## config.mk

```make
export PLATFORM = sky130hd
export DESIGN_NAME = pwl_slicer_array
export DESIGN_NICKNAME = d
export VERILOG_FILES = /design/src/rtl/pwl_slicer_pkg.sv /design/src/rtl/pwl_slicer_ch.sv /design/src/rtl/pwl_slicer_array.sv
export SDC_FILE = /design/constraint.sdc
export NUM_CORES = 1
export LEC_CHECK = 0
export BUFFER_PORTS_ARGS = -buffer_cell sky130_fd_sc_hd__buf_2
export CORE_ASPECT_RATIO = 1.1
export CORE_UTILIZATION = 40
export DETAILED_ROUTE_END_ITERATION = 8
export GPL_ROUTABILITY_DRIVEN = 1
export PLACE_DENSITY = 0.58
export SETUP_SLACK_MARGIN = 0.1
export SLEW_MARGIN = 20
export SYNTH_ARGS = -nofsm -noshare
export SYNTH_HDL_FRONTEND = slang
export SYNTH_SLANG_ARGS = --single-unit
```

## constraint.sdc

```tcl
create_clock -name clk -period 5.5 [get_ports clk]
set_input_delay 0 -clock clk [delete_from_list [all_inputs] [get_ports clk]]
set_output_delay 0 -clock clk [all_outputs]
set_load 0.02 [all_outputs]
```

## src/rtl/pwl_slicer_pkg.sv

```systemverilog
// Shared types and helpers for the PWL slicer array.
// Analog levels are signed fixed-point with 1 LSB = 1 mV; the most negative
// code is reserved as the non-finite (NaN) marker and propagates through
// the arithmetic helpers.
`ifndef PWL_TIMEUNIT
`define PWL_TIMEUNIT timeunit 1ns; timeprecision 1ps;
`endif

package pwl_slicer_pkg;
  `PWL_TIMEUNIT

  localparam int PWL_W = 16;
  typedef logic signed [PWL_W-1:0] pwl_t;

  localparam pwl_t PWL_NAN = 16'sh8000;
  localparam pwl_t PWL_MAX = 16'sh7fff;
  localparam pwl_t PWL_MIN = 16'sh8001;

  // Debounce counter width and legal parameter ranges
  localparam int DEB_W     = 4;
  localparam int NCH_MIN   = 1;
  localparam int NCH_MAX   = 32;
  localparam int DEB_MIN   = 1;
  localparam int DEB_MAX   = 15;
  localparam int DEPTH_MAX = 8;

  typedef struct packed {
    logic             raw;
    logic             committed;
    logic [DEB_W-1:0] deb_cnt;
  } ch_state_t;

  localparam ch_state_t CH_STATE_RST = '{raw: 1'b0, committed: 1'b0, deb_cnt: 4'd0};

  function automatic logic pwl_is_nan(input pwl_t v);
    return (v == PWL_NAN);
  endfunction

  // Sample a PWL waveform at the current instant (inputs already carry
  // the present segment value).
  function automatic pwl_t pwl_eval(input pwl_t v);
    return v;
  endfunction

  function automatic pwl_t pwl_neg(input pwl_t v);
    if (pwl_is_nan(v)) begin
      return PWL_NAN;
    end else begin
      return -v;
    end
  endfunction

  // Two-input PWL adder: NaN-propagating, saturating to the finite range
  function automatic pwl_t pwl_add(input pwl_t a, input pwl_t b);
    logic signed [PWL_W:0] sum_s;
    sum_s = {a[PWL_W-1], a} + {b[PWL_W-1], b};
    if (pwl_is_nan(a) || pwl_is_nan(b)) begin
      return PWL_NAN;
    end else if (sum_s > 17'sh07fff) begin
      return PWL_MAX;
    end else if (sum_s < 17'sh18001) begin
      return PWL_MIN;
    end else begin
      return sum_s[PWL_W-1:0];
    end
  endfunction

endpackage

```

## src/rtl/pwl_slicer_ch.sv

```systemverilog
// One slicer channel: differential evaluation, hysteresis, debounce and a
// saturating toggle counter of committed-decision flips.
`ifndef PWL_TIMEUNIT
`define PWL_TIMEUNIT timeunit 1ns; timeprecision 1ps;
`endif

module pwl_slicer_ch
  import pwl_slicer_pkg::*;
#(
  parameter int HYST_HALF = 0,
  parameter int DEB       = 2,
  parameter int CNT_W     = 8
) (
  input  logic             clk,
  input  logic             rstn,
  input  logic             en,
  input  logic             clr,
  input  pwl_t             vin,
  input  pwl_t             offset,
  output logic             committed,
  output logic [CNT_W-1:0] tgl_cnt
);
  `PWL_TIMEUNIT

  localparam pwl_t             HH_POS  = pwl_t'(HYST_HALF);
  localparam pwl_t             HH_NEG  = pwl_t'(-HYST_HALF);
  localparam logic [DEB_W-1:0] DEB_LIM = DEB_W'(DEB);
  localparam logic [CNT_W-1:0] CNT_SAT = {CNT_W{1'b1}};
  localparam logic [CNT_W-1:0] CNT_ONE = CNT_W'(1'b1);

  ch_state_t        st_r;
  ch_state_t        st_n_s;
  pwl_t             d_s;
  logic             raw_s;
  logic             flip_s;
  logic [CNT_W-1:0] tgl_r;

  // Next raw/debounce/committed state from the current differential sample
  always_comb begin
    d_s    = pwl_add(pwl_eval(vin), pwl_neg(pwl_eval(offset)));
    st_n_s = st_r;
    flip_s = 1'b0;
    raw_s  = st_r.raw;
    if (pwl_is_nan(d_s)) begin
      raw_s = st_r.raw;
    end else if (d_s >= HH_POS) begin
      raw_s = 1'b1;
    end else if (d_s <= HH_NEG) begin
      raw_s = 1'b0;
    end else begin
      raw_s = st_r.raw;
    end
    st_n_s.raw = raw_s;
    if (raw_s == st_r.committed) begin
      st_n_s.deb_cnt = 4'd0;
    end else if ((st_r.deb_cnt + 4'd1) >= DEB_LIM) begin
      st_n_s.committed = raw_s;
      st_n_s.deb_cnt   = 4'd0;
      flip_s           = 1'b1;
    end else begin
      st_n_s.deb_cnt = st_r.deb_cnt + 4'd1;
    end
  end

  // Channel state advances only on enabled sampling edges
  always_ff @(posedge clk or negedge rstn) begin
    if (!rstn) begin
      st_r <= CH_STATE_RST;
    end else if (en) begin
      st_r <= st_n_s;
    end else begin
      st_r <= st_r;
    end
  end

  // Saturating flip counter; a clear wins over a coincident flip
  always_ff @(posedge clk or negedge rstn) begin
    if (!rstn) begin
      tgl_r <= {CNT_W{1'b0}};
    end else if (clr) begin
      tgl_r <= {CNT_W{1'b0}};
    end else if (en && flip_s && (tgl_r != CNT_SAT)) begin
      tgl_r <= tgl_r + CNT_ONE;
    end else begin
      tgl_r <= tgl_r;
    end
  end

  assign committed = st_r.committed;
  assign tgl_cnt   = tgl_r;

endmodule

```

## src/rtl/pwl_slicer_array.sv

```systemverilog
// Array of independent PWL slicer channels with a shared output pipeline
// and a valid flag that tracks how many enabled samples have propagated.
`ifndef PWL_TIMEUNIT
`define PWL_TIMEUNIT timeunit 1ns; timeprecision 1ps;
`endif

module pwl_slicer_array
  import pwl_slicer_pkg::*;
#(
  parameter int  NCH   = 4,
  parameter real HYST  = 0.0,
  parameter int  DEB   = 2,
  parameter int  DEPTH = 2,
  parameter int  CNT_W = 8
) (
  input  logic                      clk,
  input  logic                      rstn,
  input  logic                      en,
  input  logic                      clr,
  input  pwl_t [NCH-1:0]            vin,
  input  pwl_t [NCH-1:0]            offset,
  output logic [NCH-1:0]            out,
  output logic                      valid,
  output logic [NCH-1:0][CNT_W-1:0] tgl_cnt
);
  `PWL_TIMEUNIT

  // Half-window in mV, rounded to the nearest code
  localparam int HYST_HALF = $rtoi(HYST * 500.0 + 0.5);
  localparam int DEB_EFF   = (DEB < DEB_MIN) ? DEB_MIN : ((DEB > DEB_MAX) ? DEB_MAX : DEB);
  localparam int DEPTH_EFF = (DEPTH < 0) ? 0 : ((DEPTH > DEPTH_MAX) ? DEPTH_MAX : DEPTH);

  logic [NCH-1:0] committed_s;

  for (genvar i = 0; i < NCH; i++) begin : g_ch
    pwl_slicer_ch #(
      .HYST_HALF (HYST_HALF),
      .DEB       (DEB_EFF),
      .CNT_W     (CNT_W)
    ) u_ch (
      .clk       (clk),
      .rstn      (rstn),
      .en        (en),
      .clr       (clr),
      .vin       (vin[i]),
      .offset    (offset[i]),
      .committed (committed_s[i]),
      .tgl_cnt   (tgl_cnt[i])
    );
  end

  if (DEPTH_EFF == 0) begin : g_direct
    logic seen_r;

    // Committed register feeds out directly; valid after the first enabled sample
    always_ff @(posedge clk or negedge rstn) begin
      if (!rstn) begin
        seen_r <= 1'b0;
      end else if (en) begin
        seen_r <= 1'b1;
      end else begin
        seen_r <= seen_r;
      end
    end

    assign out   = committed_s;
    assign valid = seen_r;
  end else begin : g_pipe
    logic [DEPTH_EFF-1:0][NCH-1:0] pipe_r;
    logic [DEPTH_EFF:0]            vld_r;

    // Decision pipeline; frozen while sampling is disabled
    always_ff @(posedge clk or negedge rstn) begin
      if (!rstn) begin
        pipe_r <= {(DEPTH_EFF*NCH){1'b0}};
      end else if (en) begin
        pipe_r[0] <= committed_s;
        for (int k = 1; k < DEPTH_EFF; k++) begin
          pipe_r[k] <= pipe_r[k-1];
        end
      end else begin
        pipe_r <= pipe_r;
      end
    end

    // Valid token travels alongside the first committed sample
    always_ff @(posedge clk or negedge rstn) begin
      if (!rstn) begin
        vld_r <= {(DEPTH_EFF+1){1'b0}};
      end else if (en) begin
        vld_r[0] <= 1'b1;
        for (int k = 1; k <= DEPTH_EFF; k++) begin
          vld_r[k] <= vld_r[k-1];
        end
      end else begin
        vld_r <= vld_r;
      end
    end

    assign out   = pipe_r[DEPTH_EFF-1];
    assign valid = vld_r[DEPTH_EFF];
  end

endmodule

```

==> reports/results.txt, run 1 <==
DR pass1 iterations -> 5
initial antenna violation count -> 0
mapped cell area -> 7200 µm²
pwr/cell area -> 209 nW/µm²
Crit Path Class -> input pin to flop
Post-Place Worst Slack -> 699 ps
CTS HTree Levels -> 3
gpl congestion -> 0.870
Die Span X -> 130 µm
DRC -> 0
DR vias/cell -> 5.40
cell area after layout -> 8500 µm²
Root Buffer Master -> clkbuf_16
crit end category -> flop
Via Count -> 6783
P&R area growth vs syn -> 18.0%
WP data required -> 5710 ps
Post-CTS Setup Inserts -> 0
core area -> 17700 µm²
cell leakage power -> 3.79 nW
Clock Latency Late Sink -> 330 ps
Layout Nets -> 1225
max frequency -> 224 MHz
RSZ-0062 raised after global routing -> false
commonest non-fill, non-tap cell in the layout -> buf_2
clk slew on worst S/H paths -> 50 ps
# diodes -> 0
synthesized instance count -> 867
final setup vio count -> 0
CTS Buffer Depth -> 2
WP data arrival -> 4680 ps
Final Max Tran Viols -> 0
Period minus WS final -> 4470 ps
drt initial violations -> 304
maximum number of pins on one net before global-route repair -> 68
Post-synth EDFFs -> 0
most frequent cells in the layout -> buf_2 (168), nor2_1 (90), ha_1 (76)
final-layout fill cell count -> 1822
Synth Register Bits -> 67
input/output buffers -> 168
DRT Wirelength -> 17.7 mm
clock skew -> 7.04 ps
Tightest Pin Transition -> 878 ps
part of the Yosys area used for sequential elements -> 23.3%
TritonCTS clock tree -> done
Overflow after GRT -> 0
Hold Vio Cnt, Final -> 0
die height -> 143 µm
first-pass GRT wire length -> 29.5 mm
Pwr Total -> 1.78 mW
Mean Syn Cell Area -> 8.30 µm²
Cell Rows -> 51
GRT Overall Usage -> 19.4%
Primary FF master, synth -> dfrtp_1
hpwl dp -> 14.1 mm
setup TNS -> 0 ps
layout cells sized above 1 -> 22.3%
PostCTS Resize Cnt -> 0
vias in the first global route -> 6302
CTS sink cnt -> 67
worst vdd ir -> 0.000175 V
non-filler cells, final -> 1256
total CTS buffers -> 9
initial core utilization -> 40.7%
Post-synth ARST share -> 100%
DRT antenna net count -> 0
worst hold path class -> input pin to flop
synth warn -> 0
die area -> 18500 µm²
Cell variety after synth -> 75
status -> finished clean
crit start category -> input pin
Placed Cells -> 1239
Syn Nets -> 1079
placed inst area -> 8190 µm²
final core utilization -> 48.1%
Max Cap Viol -> 0
CTS Hold Bufs -> 1
relative slew slack -> 41.5%
Ports -> 169
Final WS setup -> 1030 ps
Crit Path Max Fanout -> 12
Avg WL per Cell -> 14.1 µm
crit share post-route -> 81.2%
Hold WS -> 204 ps
synth_stat cells (all sizes together) (3+ instances only):
| cell | n | share of area, % |
|---|---|---|
| mux2 | 30 | 4.7 |
| xnor2 | 40 | 4.9 |
| or4 | 8 | 0.89 |
| o31a | 5 | 0.61 |
| nand3b | 6 | 0.63 |
| xor2 | 28 | 3.4 |
| a41oi | 5 | 0.61 |
| nand2b | 12 | 1.0 |
| o21ai | 36 | 2.5 |
| clkbuf | 29 | 1.5 |
| and2 | 11 | 0.96 |
| nor3b | 4 | 0.42 |
| buf | 9 | 0.94 |
| nor4b | 6 | 0.73 |
| o41ai | 5 | 0.61 |
| ha | 76 | 13 |
| or2 | 5 | 0.43 |
| mux2i | 9 | 1.3 |
| dfrtp | 67 | 23 |
| o311a | 3 | 0.42 |
| a21boi | 3 | 0.31 |
| a21oi | 32 | 2.3 |
| and3 | 9 | 0.78 |
| o21a | 6 | 0.63 |
| or3 | 16 | 1.5 |
| nor3 | 33 | 2.4 |
| nand4 | 16 | 1.4 |
| a21o | 10 | 1.0 |
| a31oi | 11 | 0.96 |
| nand2 | 57 | 3.0 |
| or4b | 3 | 0.42 |
| o211ai | 6 | 0.63 |
| nor2b | 29 | 2.5 |
| a2111oi | 4 | 0.57 |
| a211oi | 12 | 1.3 |
| fa | 4 | 1.1 |
| nand4b | 3 | 0.37 |
| and4 | 5 | 0.61 |
| a41o | 3 | 0.42 |
| nand3 | 21 | 1.5 |
| nor4 | 30 | 2.7 |
| nor2 | 90 | 4.7 |
| inv | 39 | 2.0 |
| o31ai | 4 | 0.42 |
flip-flops by register name, summed over array words and instances, names as in the netlist:
name	count
g_pipe.pipe_r	4
g_ch.u_ch.tgl_cnt	32
g_pipe.vld_r	3
out	4
g_ch.u_ch.st_r	20
g_ch.u_ch.committed	4
final cells by class:
| class | count | area (µm²) | area share (%) |
|---|---|---|---|
| Clock buffer | 12 | 246 | 2.90 |
| Timing Repair Buffer | 173 | 881 | 10.4 |
| Tap cell | 238 | 298 | 3.50 |
| Sequential cell | 67 | 1680 | 19.7 |
| Clock inverter | 4 | 50.0 | 0.589 |
| Inverter | 39 | 146 | 1.72 |
| Multi-Input combinational cell | 723 | 5200 | 61.2 |
where the power goes:
group / switching (mW) / total, mW / internal [mW]
Clock: 0.204 / 0.566 / 0.362
Sequential: 0.0687 / 0.631 / 0.562
Combinational: 0.326 / 0.579 / 0.252
metal layers:
layer  global-route usage (%)  share of wire [%]
met5                        0                  0
met4                     3.73               0.80
met3                     2.36                4.3
met2                     32.3                 46
met1                     27.0                 49
critical path: stages:
cell and delay, ps:
buf_2 120, or4_1 730, nor4_1 480, and2_1 290
nor2_1 70, ha_1 290, nand2_1 50, o21ai_0 190
a31oi_1 120, o41ai_1 280, mux2_2 380, mux2i_1 550
mux2i_1 630, nand3_1 160, mux2_1 330
cell families after synthesis:
kind of cell | share of synthesized area [%]
AO/OA/AOI/OAI | 16.1
XOR/XNOR | 8.27
adder cells (fa/ha/maj) | 14.3
buffers and inverters | 4.48
flip-flops | 23.3
multiplexers | 5.94
AND/OR/NAND/NOR | 27.6
final timing paths:
path / start / endpoint / slack, ps / depth (start not counted)
setup / recovery: offset[54] / g_ch[3].u_ch.tgl_cnt[6] / 1030 / 15
hold / removal: en / g_ch[3].u_ch.st_r[1] / 200 / 3
setup reg to reg: g_ch[2].u_ch.st_r[0] / g_ch[2].u_ch.tgl_cnt[5] / 2920 / 8
hold reg to reg: g_pipe.vld_r[0] / g_pipe.vld_r[0] / 460 / 1
max in group asynchronous: rstn / g_ch[2].u_ch.st_r[3] / 4520 / 3
min in group asynchronous: rstn / g_ch[3].u_ch.tgl_cnt[5] / 400 / 3
Note: power is estimated with default switching activity, not from simulation.
==> run 2, diff against run 1 <==
Clock period 5.5 ns to 4.7 ns, I/O delays scaled along.
==> run 2 against run 1 <==
Cell count up 0.72%. Via count up 2.4%. Clock power up 15%. Sequential share of layout area down 0.14 points. Hold slack worse by 160 ps. Count of clock-buffer cells in the layout down 2. Critical path depth up 1. Die area unchanged. Clock skew up 1.6 ps. Global-route usage up 0.56 points. Setup slack worse by 170 ps.
==> reports/results.txt, run 2 (synthesis results as in run 1) <==
cell area after layout -> 8560 µm² (+0.74%)
Buf/Inv on CP -> 2 (+1)
input/output buffers -> 168 (unchanged)
Root Buffer Master -> clkbuf_16
cell chain of the critical path -> buf_2 > or4_1 > nor4_1 > and2_1 > nor3_1 > ha_1 > a211oi_1 > o21ai_0 > a41oi_1 > o41ai_1 > mux2_2 > mux2i_1 > buf_4 > mux2i_1 > or3_1 > a21oi_1
most frequent cells in the layout -> buf_2 (168), nor2_1 (90), ha_1 (76)
Clock Latency Late Sink -> 330 ps (about the same)
cell mode on critical path -> mux2i_1
Avg WL per Cell -> 14.2 µm (+0.98%)
Placed Cells -> 1249 (+0.81%)
WP data required -> 4870 ps (-840 ps)
worst hold path class -> input pin to flop
crit start category -> input pin
Max Cap Viol -> 0 (unchanged)
die height -> 143 µm (unchanged)
P&R area growth vs syn -> 18.9%
drt initial violations -> 426 (+40%)
initial core utilization -> 40.7% (unchanged)
Crit Path Class -> input pin to flop
layout cells sized above 1 -> 23.1% (+0.78 points)
placed inst area -> 8270 µm² (+0.92%)
maximum number of pins on one net before global-route repair -> 68 (unchanged)
gpl congestion -> 0.901 (+3.6%)
clock skew -> 8.68 ps (+1.64 ps)
final-layout fill cell count -> 1833 (+0.60%)
sequential share of power -> 35.5% (about the same)
total CTS buffers -> 9 (unchanged)
Layout Nets -> 1235 (+0.82%)
core area -> 17700 µm² (unchanged)
pwr/cell area -> 243 nW/µm² (+16%)
sw frac -> 34.2% (+0.47 points)
CTS Hold Bufs -> 1 (unchanged)
DR vias/cell -> 5.49 (+1.6%)
DR pass1 iterations -> 4 (-1)
DRT antenna net count -> 0 (unchanged)
combinational power share -> 33.3% (+0.7 points)
max reg flops -> 32 (unchanged)
Post-CTS Setup Inserts -> 0 (unchanged)
crit end category -> flop
die area -> 18500 µm² (unchanged)
routed wl met2 -> 8.17 mm (+0.59%)
top routing layer used -> met4
Final Max Tran Viols -> 0 (unchanged)
initial antenna violation count -> 0 (unchanged)
setup TNS -> 0 ps (unchanged)
RSZ-0062 raised after global routing -> false
Tightest Pin Transition -> 863 ps (-15.0 ps)
clk slew on worst S/H paths -> 50 ps (about the same)
Period minus WS final -> 3840 ps
PostCTS Resize Cnt -> 0 (unchanged)
slowest stage delay, CP -> 710 ps (-20 ps)
max frequency -> 261 MHz
WP data arrival -> 4010 ps (-670 ps)
relative slew slack -> 42.5% (+1.0 points)
CTS Buffer Depth -> 2 (unchanged)
crit share post-route -> 81.6%
Cell Rows -> 51 (unchanged)
Hold WS -> 39.8 ps (-165 ps)
met3 wire len -> 952 µm (+25%)
vias in the first global route -> 6457 (+2.5%)
clock share of power -> 31.2% (-0.7 points)
status -> finished clean
first-pass GRT wire length -> 30.3 mm (+2.7%)
Worst path slowest cell -> or4_1
Hold Vio Cnt, Final -> 0 (unchanged)
sw power -> 0.710 mW (+19%)
CTS HTree Levels -> 3 (unchanged)
Metal-1 WL -> 8.71 mm (+0.24%)
commonest non-fill, non-tap cell in the layout -> buf_2
DRT Wirelength -> 18.0 mm (+1.7%)
DRC -> 0 (unchanged)
Pwr Total -> 2.08 mW (+17%)
final setup vio count -> 0 (unchanged)
hpwl dp -> 14.4 mm (+2.5%)
Overflow after GRT -> 0 (unchanged)
non-filler cells, final -> 1265 (+0.72%)
TritonCTS clock tree -> done
GRT Overall Usage -> 20.0% (+0.56 points)
worst vdd ir -> 0.000201 V (+15%)
Die Span X -> 130 µm (unchanged)
Via Count -> 6943 (+2.4%)
Top delay family on crit path -> simple AND/OR/NAND/NOR gates
cell-internal power -> 1.37 mW (+16%)
Crit Path Max Fanout -> 12 (unchanged)
multi-input logic area -> 5200 µm² (unchanged)
CTS sink cnt -> 67 (unchanged)
# diodes -> 0 (unchanged)
Ports -> 169 (unchanged)
cell leakage power -> 3.84 nW (+1.3%)
Sequential Area -> 1680 µm² (unchanged)
==> run 2: cell types whose count changed in the layout (fill, tap and decap cells not counted), sizes merged <==
cell | before | now
buf | 172 | 182
clkbuf | 12 | 10
clkinv | 1 | 2
==> run 2: final timing paths <==
check,from,end,slack (ps),cells past startpoint
worst max-delay path,offset[53],g_ch[3].u_ch.tgl_cnt[7],860,16
worst min-delay path,en,g_ch[3].u_ch.st_r[1],40,2
worst max register to register,g_ch[2].u_ch.st_r[0],g_ch[2].u_ch.tgl_cnt[5],2190,8
max in group asynchronous,rstn,g_ch[2].u_ch.st_r[3],3730,3
min in group asynchronous,rstn,g_ch[3].u_ch.tgl_cnt[1],400,3
worst min register to register,g_pipe.vld_r[0],g_pipe.vld_r[0],470,1
==> run 2: metrics by stage <==
| stage | util [%] | setup WS [ps] |
|---|---|---|
| 3_3_place_gp | 46.8 | 544 |
| 3_5_place_dp | 46.8 | 484 |
| 5_1_grt | 48.4 | 464 |
| 6_report | 48.4 | 864 |
| 4_1_cts | 48.4 | 817 |
| 2_1_floorplan | - | 532 |
==> run 2: final cells by class <==
class	count	area share [%]
Clock buffer	10	2.68
Clock inverter	5	0.643
Inverter	39	1.71
Multi-Input combinational cell	723	60.7
Sequential cell	67	19.6
Tap cell	238	3.48
Timing Repair Buffer	183	11.2
==> run 2: power by group through the flow <==
stage	Combinational (mW)	Sequential [mW]	Clock, mW
after floorplan	0.476	0.739	0
after global placement	0.689	0.746	0
after detailed placement	0.693	0.748	0
after CTS	0.697	0.738	0.664
after global routing	0.787	0.752	0.693
final	0.691	0.737	0.649
==> run 2: routing by layer <==
layer	up-vias	global-route usage (%)
li1	3499	-
met1	3239	27.7
met2	185	32.7
met3	20	3.07
met4	0	4.22
met5	-	0
